File: src/rtl/motion_cmd_gen_if.sv
// Command-path bundle between the key/speed source and the motion command
// generator: raw drive requests in, rate-limited command stream out.
interface motion_cmd_gen_if;
  logic       key_w;
  logic       key_a;
  logic       key_s;
  logic       key_d;
  logic [3:0] target_speed;
  logic [3:0] move_cmd;
  logic [3:0] speed_level;
  logic       valid;

  // Source side: drives requests, observes the command stream.
  modport master (
    output key_w, key_a, key_s, key_d, target_speed,
    input  move_cmd, speed_level, valid
  );

  // Generator side: consumes requests, produces the command stream.
  modport slave (
    input  key_w, key_a, key_s, key_d, target_speed,
    output move_cmd, speed_level, valid
  );
endinterface

File: src/rtl/motion_cmd_gen.sv
// Motion command generator: synchronises and debounces W/A/S/D requests,
// ramps speed one level per ramp period, brakes to zero before any change
// of travel direction group, and keeps valid high while moving plus a hold
// window after stopping.
module motion_cmd_gen #(
  parameter int DEBOUNCE_CYCLES  = 50_000,
  parameter int RAMP_CYCLES      = 2_500_000,
  parameter int STOP_HOLD_CYCLES = 5_000_000,
  parameter int MAX_SPEED        = 9
) (
  input logic             clk,
  input logic             rst,
  motion_cmd_gen_if.slave bus
);

  localparam logic [3:0] CMD_STOP = 4'd8;
  localparam logic [3:0] MAX_LVL  = 4'(MAX_SPEED);
  localparam int DB_W   = $clog2(DEBOUNCE_CYCLES + 1);
  localparam int RAMP_W = (RAMP_CYCLES > 1) ? $clog2(RAMP_CYCLES) : 1;
  localparam int HOLD_W = $clog2(STOP_HOLD_CYCLES + 2);

  typedef enum logic [1:0] {S_IDLE, S_RUN, S_BRAKE} state_t;
  typedef enum logic [1:0] {G_FWD, G_REV, G_SPIN, G_STOP} group_t;

  // Key vector is packed as {w, a, s, d}.
  function automatic logic [3:0] decode_keys(input logic [3:0] k);
    case (k)
      4'b1000: return 4'd0;  // w
      4'b1100: return 4'd1;  // w+a
      4'b1001: return 4'd2;  // w+d
      4'b0010: return 4'd3;  // s
      4'b0100: return 4'd4;  // a
      4'b0001: return 4'd5;  // d
      4'b0110: return 4'd6;  // s+a
      4'b0011: return 4'd7;  // s+d
      default: return CMD_STOP;
    endcase
  endfunction

  function automatic group_t group_of(input logic [3:0] cmd);
    case (cmd)
      4'd0, 4'd1, 4'd2: return G_FWD;
      4'd3, 4'd6, 4'd7: return G_REV;
      4'd4, 4'd5:       return G_SPIN;
      default:          return G_STOP;
    endcase
  endfunction

  // ---------------------------------------------------------------- input path
  logic [3:0]      key_meta;
  logic [3:0]      key_sync;
  logic [3:0]      combo_q;
  logic [DB_W-1:0] stab_cnt;
  logic [DB_W-1:0] stab_nxt;
  logic [3:0]      req_cmd;

  // Two-flop synchroniser for the asynchronous key inputs.
  // NOTE: sequential state uses non-blocking assignments so every flop samples
  // the pre-edge value of its neighbours, regardless of statement order.
  always_ff @(posedge clk) begin
    if (rst) begin
      key_meta <= '0;
      key_sync <= '0;
    end else begin
      key_meta <= {bus.key_w, bus.key_a, bus.key_s, bus.key_d};
      key_sync <= key_meta;
    end
  end

  // Stability count: restarts at 1 on any change, saturates at the threshold.
  // NOTE: the default assignment first means every path writes stab_nxt, so no
  // latch is inferred.
  always_comb begin
    stab_nxt = stab_cnt;
    if (key_sync != combo_q)
      stab_nxt = DB_W'(1);
    else if (stab_cnt != DB_W'(DEBOUNCE_CYCLES))
      stab_nxt = stab_cnt + DB_W'(1);
  end

  // Accept the combination once it has been stable long enough.
  always_ff @(posedge clk) begin
    if (rst) begin
      combo_q  <= '0;
      stab_cnt <= '0;
      req_cmd  <= CMD_STOP;
    end else begin
      combo_q  <= key_sync;
      stab_cnt <= stab_nxt;
      if (stab_nxt == DB_W'(DEBOUNCE_CYCLES))
        req_cmd <= decode_keys(key_sync);
    end
  end

  // ---------------------------------------------------------------- motion FSM
  state_t            state, state_nxt;
  logic [3:0]        move_q, move_nxt;
  logic [3:0]        speed_q, speed_nxt;
  logic [RAMP_W-1:0] ramp_cnt, ramp_nxt;
  logic [HOLD_W-1:0] hold_cnt, hold_nxt;
  logic              valid_q, valid_nxt;
  logic              first_q;   // first cycle after a state change
  logic [3:0]        tgt;
  logic              tick;
  logic              same_grp;

  assign tgt      = (bus.target_speed > MAX_LVL) ? MAX_LVL : bus.target_speed;
  assign tick     = (state != S_IDLE) && (ramp_cnt == RAMP_W'(RAMP_CYCLES - 1));
  assign same_grp = (group_of(req_cmd) == group_of(move_q));

  // Next-state and next-output decision; a group change outranks a ramp tick.
  always_comb begin
    state_nxt = state;
    move_nxt  = move_q;
    speed_nxt = speed_q;
    hold_nxt  = '0;
    case (state)
      S_IDLE: begin
        hold_nxt = (hold_cnt != '0) ? hold_cnt - HOLD_W'(1) : '0;
        if (req_cmd != CMD_STOP) begin
          state_nxt = S_RUN;
          move_nxt  = req_cmd;
          speed_nxt = '0;
          hold_nxt  = '0;
        end
      end
      S_RUN: begin
        if (!same_grp) begin
          state_nxt = S_BRAKE;
        end else begin
          move_nxt = req_cmd;
          if (tick) begin
            if (speed_q < tgt)      speed_nxt = speed_q + 4'd1;
            else if (speed_q > tgt) speed_nxt = speed_q - 4'd1;
          end
        end
      end
      S_BRAKE: begin
        if (same_grp) begin
          state_nxt = S_RUN;
          move_nxt  = req_cmd;
        end else if ((speed_q == '0) && (tick || first_q)) begin
          if (req_cmd == CMD_STOP) begin
            state_nxt = S_IDLE;
            move_nxt  = CMD_STOP;
            hold_nxt  = HOLD_W'(STOP_HOLD_CYCLES);
          end else begin
            state_nxt = S_RUN;
            move_nxt  = req_cmd;
          end
        end else if (tick) begin
          speed_nxt = speed_q - 4'd1;
        end
      end
      default: begin
        state_nxt = S_IDLE;
        move_nxt  = CMD_STOP;
        speed_nxt = '0;
      end
    endcase

    // Ramp counter restarts on every state entry and on each tick.
    if ((state_nxt != state) || (state == S_IDLE) || tick)
      ramp_nxt = '0;
    else
      ramp_nxt = ramp_cnt + RAMP_W'(1);

    valid_nxt = (state_nxt != S_IDLE) || (hold_nxt != '0);
  end

  // State and registered outputs.
  always_ff @(posedge clk) begin
    if (rst) begin
      state    <= S_IDLE;
      move_q   <= CMD_STOP;
      speed_q  <= '0;
      ramp_cnt <= '0;
      hold_cnt <= '0;
      valid_q  <= 1'b0;
      first_q  <= 1'b0;
    end else begin
      state    <= state_nxt;
      move_q   <= move_nxt;
      speed_q  <= speed_nxt;
      ramp_cnt <= ramp_nxt;
      hold_cnt <= hold_nxt;
      valid_q  <= valid_nxt;
      first_q  <= (state_nxt != state);
    end
  end

  assign bus.move_cmd    = move_q;
  assign bus.speed_level = speed_q;
  assign bus.valid       = valid_q;

endmodule

File: src/flat_wrapper.sv
// flat-port wrapper written by rule: the top's interface ports become plain ports
module motion_cmd_gen_flat 
#(
  parameter int DEBOUNCE_CYCLES  = 50_000,
  parameter int RAMP_CYCLES      = 2_500_000,
  parameter int STOP_HOLD_CYCLES = 5_000_000,
  parameter int MAX_SPEED        = 9
)
  (clk, rst, bus_key_w, bus_key_a, bus_key_s, bus_key_d, bus_target_speed, bus_move_cmd, bus_speed_level, bus_valid);
  motion_cmd_gen_if bus_i ();
  input logic clk;
  input logic rst;
  input wire logic [$bits(bus_i.key_w)-1:0] bus_key_w;
  input wire logic [$bits(bus_i.key_a)-1:0] bus_key_a;
  input wire logic [$bits(bus_i.key_s)-1:0] bus_key_s;
  input wire logic [$bits(bus_i.key_d)-1:0] bus_key_d;
  input wire logic [$bits(bus_i.target_speed)-1:0] bus_target_speed;
  output wire logic [$bits(bus_i.move_cmd)-1:0] bus_move_cmd;
  output wire logic [$bits(bus_i.speed_level)-1:0] bus_speed_level;
  output wire logic [$bits(bus_i.valid)-1:0] bus_valid;
  assign bus_i.key_w = bus_key_w;
  assign bus_i.key_a = bus_key_a;
  assign bus_i.key_s = bus_key_s;
  assign bus_i.key_d = bus_key_d;
  assign bus_i.target_speed = bus_target_speed;
  assign bus_move_cmd = bus_i.move_cmd;
  assign bus_speed_level = bus_i.speed_level;
  assign bus_valid = bus_i.valid;
  motion_cmd_gen #(.DEBOUNCE_CYCLES(DEBOUNCE_CYCLES), .RAMP_CYCLES(RAMP_CYCLES), .STOP_HOLD_CYCLES(STOP_HOLD_CYCLES), .MAX_SPEED(MAX_SPEED)) u_core (.clk(clk), .rst(rst), .bus(bus_i));
endmodule
File: config.mk
export PLATFORM = sky130hd
export DESIGN_NAME = motion_cmd_gen_flat
export DESIGN_NICKNAME = d
export VERILOG_FILES = /design/src/rtl/motion_cmd_gen_if.sv /design/src/rtl/motion_cmd_gen.sv /design/src/flat_wrapper.sv
export SDC_FILE = /design/constraint.sdc
export NUM_CORES = 1
export LEC_CHECK = 0
export CORE_MARGIN = 1.5
export CORE_UTILIZATION = 30
export CTS_CLUSTER_DIAMETER = 80
export DETAILED_ROUTE_END_ITERATION = 8
export PLACE_DENSITY = 0.44
export SYNTH_ARGS = -nofsm -noshare
export SYNTH_HDL_FRONTEND = slang
export SYNTH_SLANG_ARGS = --single-unit
export TNS_END_PERCENT = 1
File: constraint.sdc
create_clock -name clk -period 3.6 [get_ports clk]
set_input_delay 0.54 -clock clk [delete_from_list [all_inputs] [get_ports clk]]
set_output_delay 0.54 -clock clk [all_outputs]
set_load 0.02 [all_outputs]
==> summary.txt <==
LOGIC SYNTHESIS
--------------------------------------------------------------------------------
Sequential element share of the synthesized area                           36.5%
EDFF count, synth                                                              0
Synthesis warning total                                                        0
Cell Area, Synth                                                      4990 sq um
Dominant register cell in the synthesized netlist                   sky130_fd_sc_hd__dfxtp_1
Number of library cell types mapped by synthesis                              67
Flip-flop and latch count after synthesis                                     91
Per-instance average area after synthesis                             8.32 sq um
Cells after synthesis                                                        600
Post-Syn Nets                                                                626
Synth async-reset ratio                                                       0%

CLOCK NETWORK
--------------------------------------------------------------------------------
Worst-case clock buffer depth                                                  2
Clock slew at reported path FFs                                          0.07 ns
Number of gates resized after CTS                                              0
Deepest level of the CTS H-tree                                                3
Number of buffers added by the clock tree synthesis step                       9
CTS root buffer                                                     sky130_fd_sc_hd__clkbuf_16
Buffer count from post-CTS setup fixing                                        0
Clock insertion delay at the later pin of the skew report                0.34 ns
Clock tree from TritonCTS                                                    yes
Hold-fix buffer count after cts                                                0
Number of clock sinks seen by CTS                                             91

WORST SETUP PATH
--------------------------------------------------------------------------------
Kind of cell with the highest combined delay on the critical path   simple AND/OR/NAND/NOR gates
Reg-to-reg critical path endpoint                                   u_core.bus.speed_level[0]$_SDFFE_PP0P_
Buf/Inv on CP                                                                  1
Launching instance or port of the critical path                     u_core.state[0]$_SDFF_PP0_
Startpoint of the lowest-slack register-to-register path            u_core.state[0]$_SDFF_PP0_
Stage delay of the slowest cell on the critical path                     0.51 ns
Worst setup path endpoint                                           u_core.bus.speed_level[0]$_SDFFE_PP0P_
Worst EP required                                                        3.88 ns
Maximum fanout count along the critical path                                   8
Cells along the critical path                                       inv_1, ha_1, nor4b_1, nand3_1, nor3_1, nand4_1, a221o_1, or3_1, a21oi_1
Worst reg2reg path depth                                                       9
Category of the critical setup timing path                          flip-flop to flip-flop
Startpoint kind of the worst setup timing path                         flip-flop
Reg2reg setup slack                                                      0.41 ns
Crit end category                                                      flip-flop
Total number of cells along the worst setup path                               9
Arrival time worst endpoint                                              3.47 ns
Critical Path Slowest Stage Cell                                    sky130_fd_sc_hd__dfxtp_1

STA
--------------------------------------------------------------------------------
Max-slew violation count                                                       0
Minimum clock period after layout                                        3.19 ns
RSZ-0062 raised after global routing                                       false
Maximum operating frequency                                              314 MHz
Slew at the pin closest to its max-slew limit                           0.857 ns
Finish-stage setup viols                                                       0
Worst slew margin relative to its limit                                    42.8%
Final worst path period share                                              88.6%
Number of failing hold endpoints at the final stage                            0
Sum of negative setup slack                                                 0 ns
Worst clock skew on the final layout                                  0.00754 ns

GLOBAL ROUTE
--------------------------------------------------------------------------------
Antenna violations before repair                                               0
Wire length of the first global-routing pass                           19,300 um
Vias in the first global route                                             3,926
GRT Overall Usage                                                          13.6%
Largest net degree at the start of global routing                             26
Total grt overflow                                                             0

DIE
--------------------------------------------------------------------------------
Die Wd                                                                    132 um
Cell row count                                                                46
Core region area                                                    16,100 sq um
Floorplan die height                                                      132 um
Area enclosed by the die boundary                                   17,400 sq um
Count of boundary I/O pins                                                    19
Initial cell density of the core                                           31.1%

PLACED DESIGN
--------------------------------------------------------------------------------
Detailed Place HPWL                                                      7960 um
IO Port Bufs                                                                  18
RD Place Congestion                                                        0.815

LAYOUT
--------------------------------------------------------------------------------
FILL cells                                                                 1,684
Area added between synthesis and finish                                    13.9%
Most common cell after layout, fill and taps aside                  sky130_fd_sc_hd__dfxtp_1
Layout cell share with drive strength beyond 1                             6.68%
Final #Nets                                                                  635
ANT cells                                                                      0
Multi-input logic area                                                3000 sq um
Sequential cell area                                                  1820 sq um
Post-layout utilization of the core                                        35.4%
Highest-count cells in the layout ignoring fill and taps            sky130_fd_sc_hd__dfxtp_1 (91), sky130_fd_sc_hd__nor2_1 (82), sky130_fd_sc_hd__nand2_1 (48)

POWER
--------------------------------------------------------------------------------
Combinational share of power                                               29.6%
Power density over cell area                                         555 nW/um^2
Power share of the sequential group                                        38.9%
Worst VDD drop                                                          0.460 mV
Internal power                                                           2.09 mW
Leakage power figure                                                     2.06 nW
Relative contribution of the clock network to total power                  31.5%
Fraction of power spent switching nets                                     33.7%
Net switching power                                                      1.07 mW

ROUTE
--------------------------------------------------------------------------------
TritonRoute pass-1 iters                                                       4
Vias per inst                                                               4.94
Average wire per cell in the routed design                               13.6 um
Routed Wire Length                                                     11,300 um
Starting DRT DRC Count                                                       188
Drc violations                                                                 0
Via Count                                                                  4,100
Antenna viol nets, final                                                       0

STATUS
--------------------------------------------------------------------------------
Run status                                                          finished, final reports clean

RUN
--------------------------------------------------------------------------------
Maxcap violations                                                              0

HOLD PATH
--------------------------------------------------------------------------------
Worst Hold Path Cells                                                          1
Path category of the worst min-delay check                          flip-flop to flip-flop

==> power by group through the flow <==
stage                     clock [mW]  combinational (mW)  sequential, mW
after global routing            1.08                1.07            1.25
after detailed placement           0               0.938            1.25
after floorplan                    0               0.741            1.22
final                          0.996               0.935            1.23
after CTS                       1.03               0.944            1.23
after global placement             0               0.938            1.25
==> cell families (layout without fill, tap and decap cells) <==
| family | after synthesis | in the layout | share of synthesized area (%) |
|---|---|---|---|
| buffers and inverters | 44 | 58 | 3.58 |
| adder cells (fa/ha/maj) | 17 | 17 | 4.21 |
| XOR/XNOR | 65 | 65 | 11.9 |
| flip-flops | 91 | 91 | 36.5 |
| AND/OR/NAND/NOR | 294 | 294 | 31.0 |
| multiplexers | 10 | 10 | 2.10 |
| AO/OA/AOI/OAI | 79 | 79 | 10.7 |
==> metrics by stage <==
stage / cell area [sq um] / power (mW) / std cells / hold WS [ns] / worst slack [ns]
floorplan: 4990 / 1.96 / 600 / 0.414 / 0.857
global placement: 5380 / 2.19 / 814 / 0.421 / 0.579
detailed placement: 5380 / 2.19 / 814 / 0.423 / 0.429
CTS: 5690 / 3.20 / 830 / 0.439 / 0.402
finish: 5690 / 3.16 / 830 / 0.438 / 0.411
global route: 5690 / 3.39 / 830 / 0.448 / 0.161
==> worst register-to-register path: stages, from the launching register on <==
cell and delay, ns:
sky130_fd_sc_hd__dfxtp_1 0.51, sky130_fd_sc_hd__inv_1 0.19, sky130_fd_sc_hd__ha_1 0.34, sky130_fd_sc_hd__nor4b_1 0.32, sky130_fd_sc_hd__nand3_1 0.22, sky130_fd_sc_hd__nor3_1 0.42, sky130_fd_sc_hd__nand4_1 0.15, sky130_fd_sc_hd__a221o_1 0.44
sky130_fd_sc_hd__or3_1 0.39, sky130_fd_sc_hd__a21oi_1 0.14
==> layout make-up <==
class                           instances  share of cell area [%]
Timing Repair Buffer                   23                    3.74
Multi-Input combinational cell        465                    52.7
Sequential cell                        91                    32.0
Inverter                               19                    1.25
Clock inverter                          3                   0.770
Tap cell                              216                    4.75
Clock buffer                           13                    4.75
==> how the worst min path moves through the flow <==
| stage | slack, ns | startpoint | end |
|---|---|---|---|
| detailed placement | 0.42 | u_core.key_meta[2]$_SDFF_PP0_ | u_core.key_sync[2]$_SDFF_PP0_ |
| global route | 0.45 | u_core.key_meta[1]$_SDFF_PP0_ | u_core.key_sync[1]$_SDFF_PP0_ |
| floorplan | 0.41 | u_core.key_meta[0]$_SDFF_PP0_ | u_core.key_sync[0]$_SDFF_PP0_ |
| CTS | 0.44 | u_core.key_meta[2]$_SDFF_PP0_ | u_core.key_sync[2]$_SDFF_PP0_ |
| global placement | 0.42 | u_core.key_meta[2]$_SDFF_PP0_ | u_core.key_sync[2]$_SDFF_PP0_ |
| finish | 0.44 | u_core.key_meta[0]$_SDFF_PP0_ | u_core.key_sync[0]$_SDFF_PP0_ |
==> routing by layer <==
layer  global-route usage, %  wire length (um)  up-vias  share of wire [%]
met2                    22.3              5310       46                 47
met4                    4.20               120        0                1.1
met3                    3.61               319        8                2.8
li1                        -                 -     2118                  -
met5                       0                 0        -                  0
met1                    17.4              5510     1928                 49
==> synth_stat cells (all sizes together), types with 3 or more instances <==
master	n	share of area [%]
o21ai	18	1.9
mux2i	6	1.2
o41ai	3	0.53
o211ai	4	0.60
nor3b	3	0.45
clkbuf	21	1.6
xnor2	41	7.7
nor4bb	3	0.60
nand3	34	3.4
mux2	4	0.90
buf	4	0.58
or3	7	0.88
a21oi	28	2.8
dfxtp	91	36
xor2	24	4.2
and2	10	1.3
and3	7	0.88
nand2b	5	0.63
nand2	48	3.6
ha	16	4.0
nor2b	20	2.5
nor4	11	1.5
nand3b	4	0.60
nor4b	8	1.4
nor3	18	1.8
or2	5	0.63
or4	4	0.68
inv	19	1.4
and4	8	1.4
nand4	11	1.5
nor2	83	6.3
==> sequential cells by signal, summed over array words and instances (netlist names), named ones only <==
name	count
u_core.bus.move_cmd	4
u_core.bus.speed_level	4
u_core.bus.valid	1
u_core.combo_q	4
u_core.first_q	1
u_core.hold_cnt	23
u_core.key_meta	4
u_core.key_sync	4
u_core.ramp_cnt	22
u_core.req_cmd	4
u_core.stab_cnt	16
u_core.state	2
(Power assumes the default switching activity.)
